$ cat src/rtl/seq_pkg.sv
// rtl/seq_pkg.sv - shared state encoding and default widths for the 10110 scan controller
package seq_pkg;

    localparam int WORD_W_DEF = 16;
    localparam int IDX_W_DEF  = 4;
    localparam int CNT_W_DEF  = 5;

    typedef enum logic [2:0] {
        ST_IDLE  = 3'd0,
        ST_PREP  = 3'd1,
        ST_SHIFT = 3'd2,
        ST_DRAIN = 3'd3,
        ST_DONE  = 3'd4
    } state_t;

endpackage

$ cat src/rtl/seq_hit_counter.sv
// rtl/seq_hit_counter.sv - saturating match counter with first-match index capture
module seq_hit_counter #(
    parameter int IDX_W = 4,
    parameter int CNT_W = 5
) (
    input  logic             clk,
    input  logic             rst,
    input  logic             clr,
    input  logic             smp_en,
    input  logic             hit,
    input  logic [IDX_W-1:0] idx,
    output logic [CNT_W-1:0] hit_count,
    output logic [IDX_W-1:0] first_hit_idx,
    output logic             hit_seen
);

    always_ff @(posedge clk or negedge rst) begin
        if (!rst) begin
            hit_count     <= '0;
            first_hit_idx <= '0;
            hit_seen      <= 1'b0;
        end else if (clr) begin
            hit_count     <= '0;
            first_hit_idx <= '0;
            hit_seen      <= 1'b0;
        end else if (smp_en && hit) begin
            if (hit_count != {CNT_W{1'b1}})
                hit_count <= hit_count + CNT_W'(1);
            if (!hit_seen) begin
                first_hit_idx <= idx;
                hit_seen      <= 1'b1;
            end
        end
    end

endmodule

$ cat src/rtl/seq_scan_ctrl.sv
// rtl/seq_scan_ctrl.sv - feeds parallel words LSB first into a serial 10110 detector and tallies hits
module seq_scan_ctrl
    import seq_pkg::*;
#(
    parameter int WORD_W = WORD_W_DEF,
    parameter int IDX_W  = IDX_W_DEF,
    parameter int CNT_W  = CNT_W_DEF
) (
    input  logic              clk,
    input  logic              rst,
    input  logic              load_valid,
    input  logic [WORD_W-1:0] load_word,
    output logic              load_ready,
    input  logic              keep_state,
    input  logic              abort,
    output logic              det_rst,
    output logic              det_inp,
    input  logic              det_outp,
    output logic              busy,
    output logic              done,
    output logic [CNT_W-1:0]  hit_count,
    output logic [IDX_W-1:0]  first_hit_idx,
    output logic              hit_seen
);

    localparam logic [IDX_W-1:0] LAST_IDX = IDX_W'(WORD_W - 1);

    state_t            state, state_nxt;
    logic [WORD_W-1:0] shreg;
    logic [IDX_W-1:0]  idx;
    logic              keep_r;
    logic              accept;
    logic              smp_en;
    logic [IDX_W-1:0]  smp_idx;

    always_ff @(posedge clk or negedge rst) begin
        if (!rst)
            state <= ST_IDLE;
        else
            state <= state_nxt;
    end

    // The detector output lags its input by one edge, so each sample belongs to the previous bit.
    always_comb begin
        state_nxt  = state;
        load_ready = 1'b0;
        busy       = 1'b0;
        done       = 1'b0;
        det_inp    = 1'b0;
        det_rst    = rst;
        accept     = 1'b0;
        smp_en     = 1'b0;
        smp_idx    = idx - IDX_W'(1);
        case (state)
            ST_IDLE: begin
                load_ready = 1'b1;
                if (load_valid) begin
                    accept    = 1'b1;
                    state_nxt = keep_state ? ST_SHIFT : ST_PREP;
                end
            end
            ST_PREP: begin
                busy      = 1'b1;
                det_rst   = 1'b0;
                state_nxt = abort ? ST_IDLE : ST_SHIFT;
            end
            ST_SHIFT: begin
                busy    = 1'b1;
                det_inp = shreg[0];
                // On a carried-over scan the idx 0 sample catches matches straddling the word boundary.
                smp_en  = (idx != '0) || keep_r;
                if (idx == '0)
                    smp_idx = '0;
                if (abort)
                    state_nxt = ST_IDLE;
                else if (idx == LAST_IDX)
                    state_nxt = ST_DRAIN;
            end
            ST_DRAIN: begin
                busy      = 1'b1;
                smp_en    = 1'b1;
                smp_idx   = LAST_IDX;
                state_nxt = abort ? ST_IDLE : ST_DONE;
            end
            ST_DONE: begin
                done      = 1'b1;
                state_nxt = ST_IDLE;
            end
            default: state_nxt = ST_IDLE;
        endcase
    end

    always_ff @(posedge clk or negedge rst) begin
        if (!rst) begin
            shreg  <= '0;
            idx    <= '0;
            keep_r <= 1'b0;
        end else if (accept) begin
            shreg  <= load_word;
            idx    <= '0;
            keep_r <= keep_state;
        end else if (state == ST_SHIFT) begin
            shreg  <= shreg >> 1;
            idx    <= idx + IDX_W'(1);
        end
    end

    seq_hit_counter #(
        .IDX_W(IDX_W),
        .CNT_W(CNT_W)
    ) u_hit_counter (
        .clk          (clk),
        .rst          (rst),
        .clr          (accept),
        .smp_en       (smp_en),
        .hit          (det_outp),
        .idx          (smp_idx),
        .hit_count    (hit_count),
        .first_hit_idx(first_hit_idx),
        .hit_seen     (hit_seen)
    );

endmodule

$ cat config.mk
export PLATFORM = sky130hd
export DESIGN_NAME = seq_scan_ctrl
export DESIGN_NICKNAME = d
export VERILOG_FILES = /design/src/rtl/seq_pkg.sv /design/src/rtl/seq_hit_counter.sv /design/src/rtl/seq_scan_ctrl.sv
export SDC_FILE = /design/constraint.sdc
export NUM_CORES = 1
export LEC_CHECK = 0
export CAP_MARGIN = 20
export CELL_PAD_IN_SITES_DETAIL_PLACEMENT = 1
export CELL_PAD_IN_SITES_GLOBAL_PLACEMENT = 2
export CORE_MARGIN = 4
export CORE_UTILIZATION = 33
export CTS_CLUSTER_SIZE = 10
export DETAILED_ROUTE_END_ITERATION = 12
export PLACE_DENSITY = 0.81
export SLEW_MARGIN = 20
export SYNTH_ARGS = -nofsm -noshare
export SYNTH_HDL_FRONTEND = slang
export SYNTH_SLANG_ARGS = --single-unit
$ cat constraint.sdc
create_clock -name clk -period 3.3 [get_ports clk]
set_clock_uncertainty 0.05 [all_clocks]
set_input_delay 0.66 -clock clk [delete_from_list [all_inputs] [get_ports clk]]
set_output_delay 0.66 -clock clk [all_outputs]
set_load 0.03 [all_outputs]
==> results of run 1 <==
-- cell usage after synthesis, types with 4 or more instances --
| library cell | number | share of area |
|---|---|---|
| mux2i_1 | 15 | 0.085 |
| dfrtp_1 | 34 | 0.48 |
| ha_1 | 4 | 0.028 |
| o21ai_0 | 6 | 0.017 |
| nor2_1 | 17 | 0.036 |
| nand2_1 | 26 | 0.055 |
| inv_1 | 5 | 0.011 |
| a21oi_1 | 5 | 0.014 |
| buf_2 | 7 | 0.020 |
| o21ai_1 | 15 | 0.043 |
| nand3_1 | 5 | 0.014 |
-- stage by stage --
step / hold slack [ps] / util / worst slack [ps] / power, uW / cell area [sq um]
after floorplan: 314 / - / 1150 / 1090 / 1770
after global placement: 403 / 0.427 / 956 / 1300 / 2190
final: 436 / 0.454 / 617 / 1780 / 2330
after global routing: 454 / 0.454 / 521 / 1910 / 2330
after CTS: 440 / 0.454 / 594 / 1810 / 2330
after detailed placement: 423 / 0.427 / 912 / 1330 / 2190
-- layout make-up --
cell class / instances / area [sq um]
clock buffers: 5 / 68.8
clock inverters: 3 / 68.8
fillers: 590 / 2810
inverters: 5 / 18.8
multi-input cells: 132 / 841
flip-flops and latches: 34 / 851
well taps: 70 / 87.6
repair buffers: 41 / 395
-- metal layers --
| metal | GRT usage | part of all wire |
|---|---|---|
| met5 | 0 | 0 |
| met4 | 0.0473 | 0.013 |
| met3 | 0.0410 | 0.040 |
| met2 | 0.263 | 0.51 |
| met1 | 0.167 | 0.44 |
-- state kept, by name, summed over array words and instances, names as in the netlist --
signal / count
keep_r: 1
u_hit_counter.hit_count: 5
state: 3
u_hit_counter.hit_seen: 1
u_hit_counter.first_hit_idx: 4
shreg: 16
idx: 4
-- cell families after synthesis --
| kind of cell | synth area share |
|---|---|
| multiplexers | 0.0850 |
| AND/OR/NAND/NOR | 0.196 |
| XOR/XNOR | 0.0198 |
| flip-flops | 0.482 |
| AO/OA/AOI/OAI | 0.144 |
| buffers and inverters | 0.0454 |
| adder cells (fa/ha/maj) | 0.0283 |
-- power breakdown --
group          switching (uW)  total, uW  internal [uW]
Sequential                111        663            553
Combinational             355        650            295
Clock                     162        464            303
Total                     628       1780           1150
-- cell usage in the layout, fill, tap and decap left out, types with 4 or more instances in the layout --
cell type	netlist	layout
o21ai_0	6	6
nor2_1	17	17
dfrtp_1	34	34
clkdlybuf4s50_1	0	35
mux2i_1	15	15
ha_1	4	4
buf_4	2	6
clkbuf_8	0	5
nand2_1	26	26
nand3_1	5	5
o21ai_1	15	15
inv_1	5	5
a21oi_1	5	5
-- final timing paths --
path                                                   end  slack [ps]  depth (start not counted)
max in group asynchronous                         shreg[6]        2120                          2
worst min register to register                    shreg[0]         440                          1
worst max register to register  u_hit_counter.hit_count[3]        1290                          6
worst min-delay path                              shreg[0]         440                          1
worst max-delay path                               det_inp         620                          3
min in group asynchronous       u_hit_counter.hit_count[4]         770                          2
==> metrics.csv, run 1 <==
metric,value,unit
max_freq,0.373,GHz
min_period,2680,ps
core_area,5140,sq um
avgSynthCellArea,9.75,sq um
drive_gt1_frac,0.0909,
grt_pass1_wl,7470,um
yosysWarnings,0,
cts_made_buffers,5,
synth_cell_types,39,
grt_pass1_vias,1659,
clockRootBuffer,clkbuf_8,
ir_drop,0.254,mV
cts_setup_buffers,0,
die_area,6580,sq um
critPathMaxFanout,9,
htree_num_levels,2,
power.leakage,0.00102,uW
path_buf_inv,1,
drc,0,
cts_resized,0,
rsz0062_at_grt,false,
hold_violations,0,
setup_tns,0,ps
final_max_slew_viol_count,0,
endpoint_kind,output pin,
insertion_delay,290,ps
worstHoldPathType,reg2reg,
critPathMaxStageDelay,680,ps
worst-setup-path-type,reg2out,
drtPass1Iterations,2,
syn_inst,181,
clock-sinks,34,
cap_violations,0,
syn_to_final_growth,32.0,%
cts_hold_buf,0,
drtIter0Drc,21,
maxSlewHeadroom,0.578,
cts_buffer_depth,2,
diodes,0,
ioPinCount,37,
worstMarginPinSlew,633,ps
viasPerCell,4.97,
crit_family,buffers and inverters,
gp_congestion,0.750,
synth_nets,207,
critPathSlowestCell,clkdlybuf4s50_1,
vias,1441,
die-height,81.1,um
grt_max_degree,35,
min_from,shreg[0],
placementRows,26,
setup-violations-final,0,
path_cells,nor3b_4 > and2_1 > clkdlybuf4s50_1,
fin_crit_sh,0.813,
path_clk_slew,70,ps
critPathLaunchType,flop,
ys_ff_latch,34,
die_width,81.1,um
hpwlAfterDp,3070,um
synth-edff-count,0,
dp.cells,282,
synth_area,1770,sq um
wl_per_cell,14.3,um
ant_nets,0,
status,"finished, final reports clean",
worstPathArrival,1970,ps
cts_tree,yes,
crit_start,state[1],
cp.required,2590,ps
grt_util_all_layers,0.146,
port_buffers,36,
synth_flop_cell,dfrtp_1,
wirelength,4140,um
cellPowerDensity,763,nW/um^2
grt-ovfl-total,0,
initial_core_util,0.343,
r2r-start,idx[0],
instances_no_fill,290,
nNetsFinal,245,
synthArstFlopShare,1.00,
ys_seq_area_frac,0.482,
antenna_found_initial,0,
No activity file was read; power rests on OpenSTA's default activity.
==> run 2: changes to the inputs <==
- CORE_UTILIZATION: 33 -> 28
- PLACE_DENSITY: 0.81 -> 0.73
- clock period: 3.3 -> 2.15 ns (I/O delays scaled with it)
==> run 2 against run 1 <==
Net effect:
- global-route usage down 3.0 points
- wire length down 0.46%
- via count down 0.76%
- register-to-register slack worse by 1100 ps
- flip-flop and latch count unchanged
- clock-buffer cell count up 1
- design area up 2.5%
- worst setup slack worse by 450 ps
- largest power group is now combinational logic
==> metrics.csv, run 2 (synthesized netlist as in run 1, its figures left out) <==
metric,value,unit
status,"finished, final reports clean",
cts_made_buffers,5,
layout_common_cells,"dfrtp_1 (34), clkdlybuf4s50_1 (31), nand2_1 (26)",
largest_register_ffs,16,
path_buf_inv,2,
endpoint_kind,output pin,
port_buffers,36,
htree_num_levels,2,
gp_congestion,0.717,
grt_pass1_wl,6940,um
wl_per_cell,13.7,um
swShare,0.344,
setup_tns,0,ps
regMostFlops,shreg,
hold_slack,434,ps
cellPowerDensity,1170,nW/um^2
cts_hold_buf,0,
path_cells,buf_4 > nor3b_4 > and2_1 > buf_4,
instances_no_fill,300,
core_area,6030,sq um
fin_crit_sh,0.922,
viasPerCell,4.77,
fillers,693,
p_int,1830,uW
grt_util_all_layers,0.116,
worst-setup-path-type,reg2out,
antenna_found_initial,0,
hpwlAfterDp,2990,um
min_period,1980,ps
die-height,87.4,um
multiInputGateArea,841,sq um
setup-violations-final,0,
grt-ovfl-total,0,
nNetsFinal,250,
drc,0,
switching_power,959,uW
cts_buffer_depth,2,
top_regs,"shreg: 16 flops, u_hit_counter.hit_count: 5 flops",
cp_common_cell,buf_4,
drtIter0Drc,44,
hold_violations,0,
cap_violations,0,
vias,1430,
critPathSlowestCell,dfrtp_1,
grt_max_degree,44,
grt_pass1_vias,1451,
ir_drop,0.514,mV
path_clk_slew,70,ps
wirelength,4120,um
worstPathArrival,1500,ps
critPathMaxFanout,6,
worstMarginPinSlew,472,ps
diodes,0,
worstHoldPathType,reg2reg,
initial_core_util,0.293,
drtPass1Iterations,4,
ant_nets,0,
drive_gt1_frac,0.116,
seqPwrFrac,0.358,
cp.required,1670,ps
final_max_slew_viol_count,0,
crit_family,flip-flops,
seqCellArea,851,sq um
placementRows,28,
die_area,7640,sq um
insertion_delay,280,ps
max_freq,0.505,GHz
cts_setup_buffers,0,
power.leakage,0.00107,uW
cts_tree,yes,
syn_to_final_growth,35.4,%
fin_ws,169,ps
ioPinCount,37,
clockRootBuffer,clkbuf_8,
rsz0062_at_grt,false,
clock-sinks,34,
critPathLaunchType,flop,
pwr-share-comb,0.380,
dp_slack,184,ps
final_common_cell,dfrtp_1,
dp.cells,292,
clock_power_share,0.263,
maxSlewHeadroom,0.684,
critPathMaxStageDelay,480,ps
die_width,87.4,um
## run 2: cell types whose count changed in the layout (fill, tap and decap cells not counted)
cell / before / now
dlygate4sd2_1: 0 / 2
buf_12: 0 / 1
dlymetal6s2s_1: 0 / 1
clkbuf_8: 5 / 6
buf_4: 6 / 11
clkdlybuf4s50_1: 35 / 31
clkinv_4: 1 / 0
## run 2: final timing paths
path                       slack (ps)                  startpoint                              to  cells past startpoint
setup / recovery                  170                    state[1]                         det_inp                      4
hold / removal                    430                    shreg[0]                        shreg[0]                      1
setup reg to reg                  210  u_hit_counter.hit_count[0]      u_hit_counter.hit_count[3]                      6
hold reg to reg                   430                    shreg[0]                        shreg[0]                      1
max in group asynchronous        1190                         rst  u_hit_counter.first_hit_idx[2]                      2
min in group asynchronous         550                         rst                        state[1]                      2
## run 2: worst reg2reg max path, cell delays in order, from the launching register on
cell and delay [ps]:
dfrtp_1 430, ha_1 230, and3_1 190, ha_1 210, a211o_1 240, or3_1 350, a21oi_1 150
## run 2: stage by stage
step / instance area [sq um] / total power (uW) / util
after CTS: 2390 / 2840 / 0.396
final: 2390 / 2790 / 0.397
after detailed placement: 2250 / 2090 / 0.373
after global routing: 2390 / 2980 / 0.397
after floorplan: 1770 / 1680 / -
after global placement: 2250 / 2070 / 0.373
## run 2: power by group through the flow
stage	combinational [uW]	sequential [uW]	clock, uW
2_1_floorplan	601	1080	0
3_3_place_gp	1060	1000	0
3_5_place_dp	1080	1010	0
4_1_cts	1080	1000	755
5_1_grt	1180	1030	778
6_report	1060	998	733
## run 2: final cells by class
| class | instances | area share |
|---|---|---|
| multi-input combinational | 132 | 0.352 |
| clock buffer | 6 | 0.0346 |
| clock inverter | 2 | 0.0251 |
| inverter | 5 | 0.00785 |
| sequential | 34 | 0.356 |
| tap | 75 | 0.0393 |
| timing repair buffer | 46 | 0.185 |
## run 2: repair_timing
| action | in CTS | in global routing |
|---|---|---|
| resized for setup | 2 | 1 |
| pin swaps | 0 | 0 |
| endpoints found under the setup margin | 2 | 1 |
| cloned | 0 | 0 |
## run 2: routing by layer
metal	track usage	part of all wire	vias up
li1	-	-	712
met1	0.153	0.48	687
met2	0.187	0.47	27
met3	0.0284	0.043	4
met4	0.0377	0.0092	0
met5	0	0	-
